### config.mk
export PLATFORM = sky130hd
export DESIGN_NAME = alu_seq_ctrl
export DESIGN_NICKNAME = d
export VERILOG_FILES = /design/src/rtl/alu_seq_ctrl_pkg.sv /design/src/rtl/alu_seq_ctrl_btn_debounce.sv /design/src/rtl/alu_seq_ctrl.sv
export SDC_FILE = /design/constraint.sdc
export NUM_CORES = 1
export LEC_CHECK = 0
export ABC_AREA = 1
export BUFFER_PORTS_ARGS = -buffer_cell sky130_fd_sc_hd__buf_2
export CAP_MARGIN = 5
export CORE_MARGIN = 2
export CORE_UTILIZATION = 32
export DETAILED_ROUTE_END_ITERATION = 10
export PLACE_DENSITY = 0.63
export SLEW_MARGIN = 10
export SYNTH_ARGS = -nofsm -noshare
export SYNTH_HDL_FRONTEND = slang
export SYNTH_HIERARCHICAL = 1
export SYNTH_SLANG_ARGS = --single-unit
### constraint.sdc
create_clock -name clk -period 1.45 [get_ports clk]
set_input_delay 0.145 -clock clk [delete_from_list [all_inputs] [get_ports clk]]
set_output_delay 0.145 -clock clk [all_outputs]
set_load 0.02 [all_outputs]
### src/rtl/alu_seq_ctrl_pkg.sv
// Shared opcodes, FSM state type and the select-wrap helper used by the ALU sequencer.
package alu_seq_ctrl_pkg;

   localparam int OP_W = 3;

   localparam logic [OP_W-1:0] OP_ADD = 3'd0;
   localparam logic [OP_W-1:0] OP_SUB = 3'd1;
   localparam logic [OP_W-1:0] OP_AND = 3'd2;
   localparam logic [OP_W-1:0] OP_XOR = 3'd3;
   localparam logic [OP_W-1:0] OP_MUL = 3'd4;
   localparam logic [OP_W-1:0] OP_DIV = 3'd5;

   typedef enum logic [1:0] {
      ST_IDLE,
      ST_LAUNCH,
      ST_WAIT,
      ST_DONE
   } state_e;

   // DIV is the last real opcode, so selection wraps back to ADD after it.
   function automatic logic [OP_W-1:0] nextSel(input logic [OP_W-1:0] cur);
      return (cur == OP_DIV) ? OP_ADD : cur + 3'd1;
   endfunction

endpackage

### src/rtl/alu_seq_ctrl_btn_debounce.sv
// Button conditioner: 2-FF synchroniser, stability counter, rising-edge pulse.
module btn_debounce #(
   parameter int DEBOUNCE_CYC = 16
) (
   input  logic clk,
   input  logic reset,
   input  logic btn_i,
   output logic pulse_o
);

   localparam int CNT_W = (DEBOUNCE_CYC > 1) ? $clog2(DEBOUNCE_CYC) : 1;

   logic             sync1_q, sync2_q;
   logic             level_q, level_d;
   logic [CNT_W-1:0] cnt_q, cnt_d;
   logic             pulse_q;

   // Counting only while the input disagrees with the accepted level means any
   // bounce back to the old level restarts the run from zero.
   always_comb begin
      cnt_d   = cnt_q;
      level_d = level_q;
      if (sync2_q == level_q) begin
         cnt_d = '0;
      end else if (cnt_q == CNT_W'(DEBOUNCE_CYC - 1)) begin
         level_d = sync2_q;
         cnt_d   = '0;
      end else begin
         cnt_d = cnt_q + CNT_W'(1);
      end
   end

   always_ff @(posedge clk) begin
      if (reset) begin
         sync1_q <= 1'b0;
         sync2_q <= 1'b0;
         level_q <= 1'b0;
         cnt_q   <= '0;
         pulse_q <= 1'b0;
      end else begin
         sync1_q <= btn_i;
         sync2_q <= sync1_q;
         level_q <= level_d;
         cnt_q   <= cnt_d;
         pulse_q <= level_d & ~level_q;
      end
   end

   assign pulse_o = pulse_q;

endmodule

### src/rtl/alu_seq_ctrl.sv
// Sequencer between board buttons and the shared multi-cycle ALU: select, launch, await, report.
module alu_seq_ctrl
   import alu_seq_ctrl_pkg::*;
#(
   parameter int WIDTH        = 8,
   parameter int DEBOUNCE_CYC = 16,
   parameter int TIMEOUT_CYC  = 64
) (
   input  logic               clk,
   input  logic               reset,
   input  logic               btn_next,
   input  logic               btn_go,
   input  logic [WIDTH-1:0]   a_in,
   input  logic [WIDTH-1:0]   b_in,
   output logic [OP_W-1:0]    sel,
   output logic               alu_start,
   output logic [OP_W-1:0]    alu_op,
   output logic [WIDTH-1:0]   alu_a,
   output logic [WIDTH-1:0]   alu_b,
   input  logic               alu_done,
   input  logic [2*WIDTH-1:0] alu_result,
   input  logic               alu_err,
   output logic               busy,
   output logic [2*WIDTH-1:0] result,
   output logic               result_valid,
   output logic               err
);

   localparam int TMO_W = (TIMEOUT_CYC > 1) ? $clog2(TIMEOUT_CYC) : 1;

   logic nextPulse, goPulse;

   btn_debounce #(.DEBOUNCE_CYC(DEBOUNCE_CYC)) uNextDb (
      .clk     (clk),
      .reset   (reset),
      .btn_i   (btn_next),
      .pulse_o (nextPulse)
   );

   btn_debounce #(.DEBOUNCE_CYC(DEBOUNCE_CYC)) uGoDb (
      .clk     (clk),
      .reset   (reset),
      .btn_i   (btn_go),
      .pulse_o (goPulse)
   );

   state_e             state_q, state_d;
   logic [OP_W-1:0]    sel_q, sel_d;
   logic [OP_W-1:0]    op_q, op_d;
   logic [WIDTH-1:0]   a_q, a_d, b_q, b_d;
   logic [2*WIDTH-1:0] result_q, result_d;
   logic               err_q, err_d;
   logic [TMO_W-1:0]   tmo_q, tmo_d;
   logic               divZero;

   assign divZero = (op_q == OP_DIV) && (b_q == '0);

   // A go pulse in IDLE takes precedence, so a simultaneous next pulse is dropped.
   always_comb begin
      state_d      = state_q;
      sel_d        = sel_q;
      op_d         = op_q;
      a_d          = a_q;
      b_d          = b_q;
      result_d     = result_q;
      err_d        = err_q;
      tmo_d        = tmo_q;
      alu_start    = 1'b0;
      result_valid = 1'b0;
      case (state_q)
         ST_IDLE: begin
            if (goPulse) begin
               a_d     = a_in;
               b_d     = b_in;
               op_d    = sel_q;
               state_d = ST_LAUNCH;
            end else if (nextPulse) begin
               sel_d = nextSel(sel_q);
            end
         end
         ST_LAUNCH: begin
            if (divZero) begin
               result_d = '0;
               err_d    = 1'b1;
               state_d  = ST_DONE;
            end else begin
               alu_start = 1'b1;
               tmo_d     = '0;
               state_d   = ST_WAIT;
            end
         end
         ST_WAIT: begin
            if (alu_done) begin
               result_d = alu_result;
               err_d    = alu_err;
               state_d  = ST_DONE;
            end else if (tmo_q == TMO_W'(TIMEOUT_CYC - 1)) begin
               result_d = '0;
               err_d    = 1'b1;
               state_d  = ST_DONE;
            end else begin
               tmo_d = tmo_q + TMO_W'(1);
            end
         end
         ST_DONE: begin
            result_valid = 1'b1;
            state_d      = ST_IDLE;
         end
         default: state_d = ST_IDLE;
      endcase
   end

   always_ff @(posedge clk) begin
      if (reset) begin
         state_q  <= ST_IDLE;
         sel_q    <= OP_ADD;
         op_q     <= OP_ADD;
         a_q      <= '0;
         b_q      <= '0;
         result_q <= '0;
         err_q    <= 1'b0;
         tmo_q    <= '0;
      end else begin
         state_q  <= state_d;
         sel_q    <= sel_d;
         op_q     <= op_d;
         a_q      <= a_d;
         b_q      <= b_d;
         result_q <= result_d;
         err_q    <= err_d;
         tmo_q    <= tmo_d;
      end
   end

   assign sel    = sel_q;
   assign alu_op = op_q;
   assign alu_a  = a_q;
   assign alu_b  = b_q;
   assign busy   = (state_q != ST_IDLE);
   assign result = result_q;
   assign err    = err_q;

endmodule

==> flow_summary.json, run 1 <==
{
  "outcome": "finished, violations left",
  "violations": "setup timing",
  "power_w": 0.00550,
  "synth_area_leaders": "dfxtp_1 45%, nor2_1 14%, inv_1 9.4%, nand2_1 8.9%, o21ai_0 3.9%",
  "wl_um": 6950,
  "critPathLaunch": "tmo_q[1]$_SDFFE_PP0P_",
  "whs_ns": 0.0550,
  "worstPathRequired_ns": 1.73,
  "worstSetupPathType": "flop to flop",
  "die_area_mm2": 0.00951,
  "post-route-util": 0.471,
  "fmax_mhz": 660,
  "final_max_slew_viol_count": 0,
  "rows": 34,
  "slew_headroom": 0.792,
  "hold_viol": 0,
  "hpwl_um": 4520,
  "synth_top_cell_by_area": "dfxtp_1",
  "die_height_um": 97.5,
  "yosys.area.top_type_share": 0.451,
  "viasPerCell": 4.38,
  "synth.net_count": 449,
  "setup_violations": 5,
  "cp_max_fo": 8,
  "layout.nets": 563,
  "rsz0062_at_grt": "yes",
  "gr-total-overflow": 0,
  "root_buffer": "clkbuf_8",
  "htree_levels": 3,
  "routedWlPerCell_um": 11.0,
  "crit_path_end_kind": "flop",
  "crit_chain": "ha_4 > nand3_4 > o21ai_4 > buf_6 > nand3_4 > nand2_1 > nand2_1 > nor2_1",
  "grt_pass1_wl_um": 11100,
  "gp_congestion": 0.733,
  "period_share": 1.05,
  "grt_antenna_before_repair": 0,
  "crit_buf_inv": 1,
  "maxCapViolations": 0,
  "total_leakage_power_nw": 2.01,
  "fin_crit_ns": 1.52,
  "crit_end": "result[8]$_SDFFE_PP0P_",
  "cp.arrival_ns": 1.79,
  "yosysSeqAreaShare": 0.451,
  "cp.depth": 8,
  "skew_ns": 0.00558,
  "cts_buffer_depth": 2,
  "initial_core_util": 0.326,
  "track_usage": 0.144,
  "worst_slew_pin_slew_ns": 0.310,
  "slowest_delay_ns": 0.36,
  "drt_iter0_markers": 114,
  "ys_warn_count": 6,
  "critPathSlowestCell": "dfxtp_4",
  "cts_tree": "done",
  "reg2regPathDepth": 8,
  "r2r_slack_ns": -0.07,
  "finalWorstSetupSlack_ns": -0.0662,
  "min_path_type": "input port to flop",
  "cts_sinks": 63,
  "n_antenna_cell": 0,
  "grt_max_degree": 43,
  "cts_inserted_buffers": 9,
  "clk_latency_ns": 0.34,
  "avgSynthCellArea_um2": 6.93,
  "firstDrtPassIters": 4,
  "ys_ff_latch": 63,
  "synth_cells": 404,
  "drive_above_1_share": 0.379,
  "io_pins": 80,
  "tns_ns": -0.0901,
  "core_area_mm2": 0.00859,
  "cp-start-kind": "flop",
  "area_delta_synth_final_pct": 44.5,
  "vias": 2766,
  "p_per_area_mw_per_mm2": 1360,
  "synth.distinct_cells": 25,
  "synth_area_mm2": 0.00280,
  "r2r-start": "tmo_q[1]$_SDFFE_PP0P_",
  "remaining_drc_errors": 0,
  "crit_family": "simple AND/OR/NAND/NOR gates",
  "ant_nets": 0,
  "io_buffers": 79,
  "clk_pin_slew_ns": 0.07,
  "r2r-end": "result[8]$_SDFFE_PP0P_",
  "first_global_vias": 2462,
  "die_w_um": 97.5,
  "peakVddDrop_mv": 0.605
}
-- cell families (layout without fill, tap and decap cells) --
group           after synthesis  in the layout  share of synthesized area
compound gates               44             44                     0.0840
buf+inv                      86            202                      0.122
simple gates                200            203                      0.299
flops                        63             63                      0.451
fa+ha+maj                     7              7                     0.0313
xor+xnor                      4              4                     0.0125
-- area by class of cell --
type / count / area, um^2
repair buffers: 111 / 687
multi-input cells: 258 / 1420
fillers: 886 / 4550
well taps: 108 / 135
inverters: 75 / 290
clock inverters: 5 / 80.1
clock buffers: 11 / 151
flip-flops and latches: 63 / 1280
-- how the worst min path moves through the flow --
stage	start	endpoint	slack [ns]	depth (start not counted)
final	a_in[4]	alu_a[4]$_SDFFE_PP0P_	0.06	3
after global routing	a_in[4]	alu_a[4]$_SDFFE_PP0P_	0.06	3
after floorplan	reset	tmo_q[2]$_SDFFE_PP0P_	0.21	1
after CTS	a_in[4]	alu_a[4]$_SDFFE_PP0P_	0.04	3
after detailed placement	btn_next	uNextDb/sync1_q$_SDFF_PP0_	0.36	3
after global placement	btn_next	uNextDb/sync1_q$_SDFF_PP0_	0.35	3
-- sequential cells by signal, summed over array words and instances, names as in the netlist --
signal / flops
uNextDb/pulse_o: 1
uGoDb/cnt_q: 4
uNextDb/cnt_q: 4
result: 16
uNextDb/sync2_q: 1
alu_a: 8
tmo_q: 6
state_q: 2
uGoDb/pulse_o: 1
sel: 3
uGoDb/sync2_q: 1
alu_b: 8
uNextDb/sync1_q: 1
alu_op: 3
uGoDb/level_q: 1
uGoDb/sync1_q: 1
err: 1
uNextDb/level_q: 1
-- cell usage after synthesis --
library cell / n
o21ai_0: 22
ha_1: 7
buf_1: 2
nand4_1: 6
xnor2_1: 3
buf_2: 4
nor2_2: 1
xor2_1: 1
nand2_1: 66
inv_1: 70
nand3_4: 1
nand2_2: 6
o21ai_4: 1
a21oi_1: 19
buf_6: 2
nor3b_1: 1
nor2_1: 102
inv_2: 5
a211oi_1: 1
a31oi_1: 1
nor3_1: 1
nand3_1: 13
dfxtp_1: 63
nand3_2: 3
clkbuf_1: 3
-- metrics by stage --
stage | setup WS (ns) | cells | cell area, um^2
2_1_floorplan | 0.00282 | 404 | 2800
3_3_place_gp | -0.0438 | 596 | 3400
3_5_place_dp | -0.128 | 596 | 3400
4_1_cts | -0.0138 | 624 | 3850
5_1_grt | -0.136 | 631 | 4040
6_report | -0.0662 | 631 | 4040
-- per-layer routing --
layer,share of wire,global-route usage
met3,0.059,0.0403
met2,0.48,0.242
met4,0.012,0.0641
met5,0,0
met1,0.45,0.171
-- placed cells by master (no fill, tap or decap) --
| cell type | n |
|---|---|
| inv_4 | 2 |
| xor2_1 | 1 |
| buf_8 | 1 |
| dfxtp_4 | 3 |
| buf_2 | 79 |
| clkinv_2 | 1 |
| nor3_1 | 1 |
| o21ai_0 | 19 |
| bufinv_16 | 2 |
| nand3_2 | 4 |
| nor2_1 | 92 |
| nor3b_1 | 1 |
| ha_1 | 3 |
| a211oi_1 | 1 |
| dlygate4sd3_1 | 2 |
| clkinvlp_4 | 3 |
| ha_4 | 4 |
| nand2_4 | 3 |
| a31oi_1 | 1 |
| nand3_4 | 5 |
| xnor2_1 | 3 |
| nor2_4 | 4 |
| nand4_1 | 6 |
| o21ai_4 | 1 |
| inv_2 | 12 |
| dfxtp_1 | 53 |
| a21oi_2 | 1 |
| buf_6 | 7 |
| o21ai_1 | 3 |
| buf_4 | 21 |
| nand2_1 | 50 |
| nor2_2 | 7 |
| a21oi_1 | 18 |
| nand2_2 | 19 |
| buf_12 | 1 |
| nand3_1 | 11 |
| clkbuf_8 | 11 |
| inv_1 | 60 |
| dfxtp_2 | 7 |
-- report_power, final --
group / switching (W) / internal [W] / total (W) / leakage, nW
registers: 0.000102 / 0.00189 / 0.00200 / 0.517
clock network: 0.000680 / 0.00106 / 0.00174 / 0.112
logic: 0.00106 / 0.000707 / 0.00177 / 1.38
total: 0.00184 / 0.00366 / 0.00550 / 2.01
-- worst register-to-register path: stages, from the launching register on --
cell	delay (ns)
dfxtp_4	0.36
ha_4	0.14
nand3_4	0.08
o21ai_4	0.29
buf_6	0.16
nand3_4	0.14
nand2_1	0.12
nand2_1	0.08
nor2_1	0.08
-- repair_timing --
item,4_1_cts,5_1_grt
hold buffers,2,0
pin swaps,9,9
buffers inserted,7,7
cloned,3,0
setup endpoints to repair,28,37
resized for setup,33,52
hold endpoints to repair,2,0
(Power assumes the default switching activity.)
==> run 2, diff against run 1 <==
Settings changed: CAP_MARGIN 5 to 30, CORE_UTILIZATION 32 to 46, PLACE_DENSITY 0.63 to 0.82.
==> flow_summary.json, run 2 (synthesized netlist as in run 1, its figures left out) <==
{
  "clk_pin_slew_ns": 0.06,
  "final_common_cell": "nor2_1",
  "area_delta_synth_final_pct": 39.4,
  "gr-total-overflow": 0,
  "cp.arrival_ns": 1.69,
  "hold_start": "btn_go",
  "reg2regPathDepth": 10,
  "finalNonFillerCells": 592,
  "io_buffers": 79,
  "layout.nets": 557,
  "min_path_cells": 3,
  "remaining_drc_errors": 0,
  "cp_max_fo": 4,
  "cts_inserted_buffers": 9,
  "drive_above_1_share": 0.356,
  "r2r_slack_ns": 0.04,
  "gr-usage-met2": 0.344,
  "worst_slew_pin_slew_ns": 0.256,
  "pre_cts_ws_ns": -0.125,
  "skew_ns": 0.00676,
  "worstSetupPathType": "flop to flop",
  "ant_nets": 0,
  "routedWlPerCell_um": 11.7,
  "holdPathEnd": "uGoDb/sync1_q$_SDFF_PP0_",
  "cp-start-kind": "flop",
  "final_cell_mix": "95 x nor2_1, 78 x buf_2, 58 x inv_1",
  "die_w_um": 82.0,
  "n_antenna_cell": 0,
  "grt_antenna_before_repair": 0,
  "fillers": 481,
  "grt_pass1_wl_um": 10400,
  "r2r-start": "state_q[0]$_SDFFE_PP0P_",
  "worstPathRequired_ns": 1.72,
  "grtUsageMet1": 0.230,
  "crit_path_end_kind": "flop",
  "io_pins": 80,
  "slew_headroom": 0.829,
  "fmax_mhz": 707,
  "total_leakage_power_nw": 1.98,
  "hold_viol": 0,
  "vias": 2765,
  "min_path_type": "input port to flop",
  "period_share": 0.975,
  "dp_cells": 558,
  "cts_buffer_depth": 2,
  "fin_crit_ns": 1.41,
  "outcome": "completed",
  "rsz0062_at_grt": "yes",
  "rows": 28,
  "finalWorstSetupSlack_ns": 0.0362,
  "wl_um": 6940,
  "clk_latency_ns": 0.34,
  "grt.busiest_layer": "met2",
  "firstDrtPassIters": 4,
  "grt_max_degree": 26,
  "largest_register_ffs": 16,
  "postPlaceCellArea_mm2": 0.00331,
  "hpwl_um": 4330,
  "gp_congestion": 0.812,
  "p_per_area_mw_per_mm2": 1380,
  "root_buffer": "clkbuf_8",
  "r2r-end": "tmo_q[3]$_SDFFE_PP0P_",
  "power_w": 0.00536,
  "peakVddDrop_mv": 0.908,
  "setup_violations": 0,
  "core_area_mm2": 0.00589,
  "maxCapViolations": 0,
  "use_met3": 0.0462,
  "cts_tree": "done",
  "htree_levels": 3,
  "initial_core_util": 0.476,
  "post-route-util": 0.663,
  "die_height_um": 82.0,
  "first_global_vias": 2482,
  "drt_iter0_markers": 75,
  "die_area_mm2": 0.00672,
  "viasPerCell": 4.67,
  "final_max_slew_viol_count": 0,
  "track_usage": 0.203,
  "cts_sinks": 63,
  "stdcell_area_mm2": 0.00390
}
[run 2: where the power goes]
| group | switching (W) | internal, W | total (W) |
|---|---|---|---|
| Sequential | 0.000101 | 0.00189 | 0.00199 |
| Combinational | 0.00102 | 0.000655 | 0.00168 |
| Clock | 0.000633 | 0.00106 | 0.00169 |
| Total | 0.00176 | 0.00361 | 0.00536 |
[run 2: final cells by class]
class | instances | area [um^2] | share of cell area
Clock inverter | 3 | 65.1 | 0.0167
Multi-Input combinational cell | 258 | 1390 | 0.355
Sequential cell | 63 | 1280 | 0.328
Clock buffer | 13 | 159 | 0.0407
Timing Repair Buffer | 105 | 623 | 0.160
Inverter | 75 | 295 | 0.0757
Tap cell | 75 | 93.8 | 0.0241
[run 2: metrics by stage]
stage | hold WS (ns) | TNS (ns)
after CTS | 0.00567 | -0.0234
after global routing | 0.0376 | -0.418
final | 0.0139 | 0
after detailed placement | 0.356 | -1.72
after global placement | 0.347 | -0.382
after floorplan | 0.214 | 0
[run 2: timing repair]
action,CTS,global route
setup endpoints to repair,28,48
hold endpoints to repair,1,0
gates resized for setup,24,47
setup buffers,5,9
pin swaps,6,15
gates cloned,2,1
hold buffers,1,0
[run 2: worst max path at each step]
stage                         endpoint                     from  cells after the start  slack (ns)
5_1_grt         result[4]$_SDFFE_PP0P_  state_q[0]$_SDFFE_PP0P_                     10       -0.06
3_5_place_dp    result[8]$_SDFFE_PP0P_    tmo_q[1]$_SDFFE_PP0P_                      6       -0.13
4_1_cts            sel[2]$_SDFFE_PP0P_  state_q[1]$_SDFFE_PP0P_                      8       -0.01
2_1_floorplan    tmo_q[1]$_SDFFE_PP0P_  state_q[0]$_SDFFE_PP0P_                     10       0.003
3_3_place_gp   result[13]$_SDFFE_PP0P_  state_q[0]$_SDFFE_PP0P_                      8       -0.03
6_report         tmo_q[3]$_SDFFE_PP0P_  state_q[0]$_SDFFE_PP0P_                     10        0.04
[run 2: worst max-delay path, stage by stage (launching register included)]
cell and delay (ns):
dfxtp_4 0.39, inv_6 0.05, ha_4 0.18, nand2_2 0.07, inv_2 0.05, a21oi_2 0.11, nand2_1 0.08, inv_2 0.08
buf_4 0.12, nand3_1 0.09, a21oi_2 0.13
[run 2: routing by layer]
layer	vias up	wire length, um
met5	-	0
met4	0	195
met3	17	387
met2	84	3470
met1	1219	2890
li1	1445	-
==> run 3, diff against run 2 <==
Settings changed: MAX_ROUTING_LAYER set to met4.
==> flow_summary.json, run 3 (synthesized netlist as in run 1, its figures left out) <==
{
  "slew_headroom": 0.831,
  "track_usage": 0.208,
  "reg2regPathDepth": 10,
  "fmax_mhz": 707,
  "cp_max_fo": 4,
  "remaining_drc_errors": 0,
  "cts_sinks": 63,
  "htree_levels": 3,
  "final_max_slew_viol_count": 0,
  "grt_antenna_before_repair": 0,
  "crit_end": "tmo_q[3]$_SDFFE_PP0P_",
  "dr_wl_met3_um": 380,
  "largest_register_ffs": 16,
  "drt_iter0_markers": 102,
  "skew_ns": 0.00782,
  "top_layer": "met4",
  "min_path_type": "input port to flop",
  "gr-total-overflow": 0,
  "vias": 2787,
  "io_buffers": 79,
  "rows": 28,
  "peakVddDrop_mv": 0.907,
  "hold_viol": 0,
  "crit_chain": "inv_6 > ha_4 > nand2_2 > inv_2 > a21oi_2 > nand2_1 > inv_2 > buf_4 > nand3_1 > a21oi_2",
  "crit_path_end_kind": "flop",
  "worstPathRequired_ns": 1.72,
  "slowest_delay_ns": 0.39,
  "rsz0062_at_grt": "yes",
  "r2r_slack_ns": 0.03,
  "clk_pin_slew_ns": 0.06,
  "critPathSlowestCell": "dfxtp_4",
  "worstSetupPathType": "flop to flop",
  "wl_met2_um": 3570,
  "postPlaceCellArea_mm2": 0.00331,
  "layout.nets": 557,
  "gp_congestion": 0.824,
  "wl_um": 6980,
  "die_area_mm2": 0.00672,
  "grt_max_degree": 26,
  "cp-start-kind": "flop",
  "core_area_mm2": 0.00589,
  "area_delta_synth_final_pct": 39.4,
  "r2r-start": "state_q[0]$_SDFFE_PP0P_",
  "maxCapViolations": 0,
  "cts_buffer_depth": 2,
  "first_global_vias": 2483,
  "cp.arrival_ns": 1.69,
  "p_per_area_mw_per_mm2": 1380,
  "period_share": 0.976,
  "clk_latency_ns": 0.34,
  "die_w_um": 82.0,
  "stdcell_area_mm2": 0.00390,
  "whs_ns": 0.0149,
  "firstDrtPassIters": 4,
  "total_leakage_power_nw": 1.98,
  "die_height_um": 82.0,
  "outcome": "completed",
  "cts_inserted_buffers": 9,
  "fin_crit_ns": 1.42,
  "cts_tree": "done",
  "ant_nets": 0,
  "setup_violations": 0,
  "final_common_cell": "nor2_1",
  "io_pins": 80,
  "hpwl_um": 4330,
  "drive_above_1_share": 0.356,
  "grt_pass1_wl_um": 10400,
  "final_cell_mix": "95 x nor2_1, 78 x buf_2, 58 x inv_1",
  "root_buffer": "clkbuf_8",
  "critPathLaunch": "state_q[0]$_SDFFE_PP0P_",
  "n_antenna_cell": 0,
  "viasPerCell": 4.71,
  "routedWlPerCell_um": 11.8,
  "initial_core_util": 0.476,
  "r2r-end": "tmo_q[3]$_SDFFE_PP0P_",
  "worst_slew_pin_slew_ns": 0.253,
  "wl_met1_um": 2910,
  "fillers": 481
}
[run 3: cell counts in the layout (fill, tap and decap cells not counted)]
No cell type changed its count.
[run 3: worst min-delay path by stage]
stage	from	end	slack [ns]	depth (start not counted)
floorplan	reset	tmo_q[2]$_SDFFE_PP0P_	0.21	1
global placement	btn_go	uGoDb/sync1_q$_SDFF_PP0_	0.35	3
detailed placement	btn_next	uNextDb/sync1_q$_SDFF_PP0_	0.36	3
CTS	btn_go	uGoDb/sync1_q$_SDFF_PP0_	0.006	3
global route	btn_go	uGoDb/sync1_q$_SDFF_PP0_	0.04	3
finish	btn_go	uGoDb/sync1_q$_SDFF_PP0_	0.01	3
[run 3: timing repair]
action	4_1_cts	5_1_grt
buffers inserted	5	9
resized for setup	24	47
gates cloned	2	1
endpoints found under the setup margin	28	48
hold buffers	1	0
endpoints found under the hold margin	1	0
pin swaps	6	15
[run 3: metal layers]
| metal | up-vias | track usage |
|---|---|---|
| li1 | 1443 | - |
| met4 | 0 | 0.125 |
| met3 | 12 | 0.0440 |
| met5 | - | - |
| met2 | 77 | 0.344 |
| met1 | 1255 | 0.231 |
[run 3: final cells by class]
class                      count  area (um^2)  share of cell area
multi-input combinational    258         1390               0.355
sequential                    63         1280               0.328
timing repair buffer         105          623               0.160
inverter                      75          295              0.0757
clock buffer                  13          159              0.0407
tap                           75         93.8              0.0241
clock inverter                 3         65.1              0.0167
[run 3: through the flow]
stage	power (W)	std cells	worst slack [ns]	util	setup TNS, ns
final	0.00538	592	0.0347	0.663	0
after global routing	0.00566	592	-0.0552	0.663	-0.419
after CTS	0.00513	582	-0.0147	0.627	-0.0234
after floorplan	0.00297	404	0.00282	-	0
after global placement	0.00324	558	-0.0309	0.563	-0.382
after detailed placement	0.00329	558	-0.125	0.563	-1.72
[run 3: critical path, delay by kind of cell (launching register included)]
family	cells	cell delay, ns
compound gates	2	0.24
simple gates	3	0.24
fa+ha+maj	1	0.18
buf+inv	4	0.30
flops	1	0.39
[run 3: report_power, final]
group | switching, W | internal (W) | leakage [nW]
registers | 0.000101 | 0.00189 | 0.517
clock network | 0.000637 | 0.00106 | 0.114
logic | 0.00103 | 0.000656 | 1.35
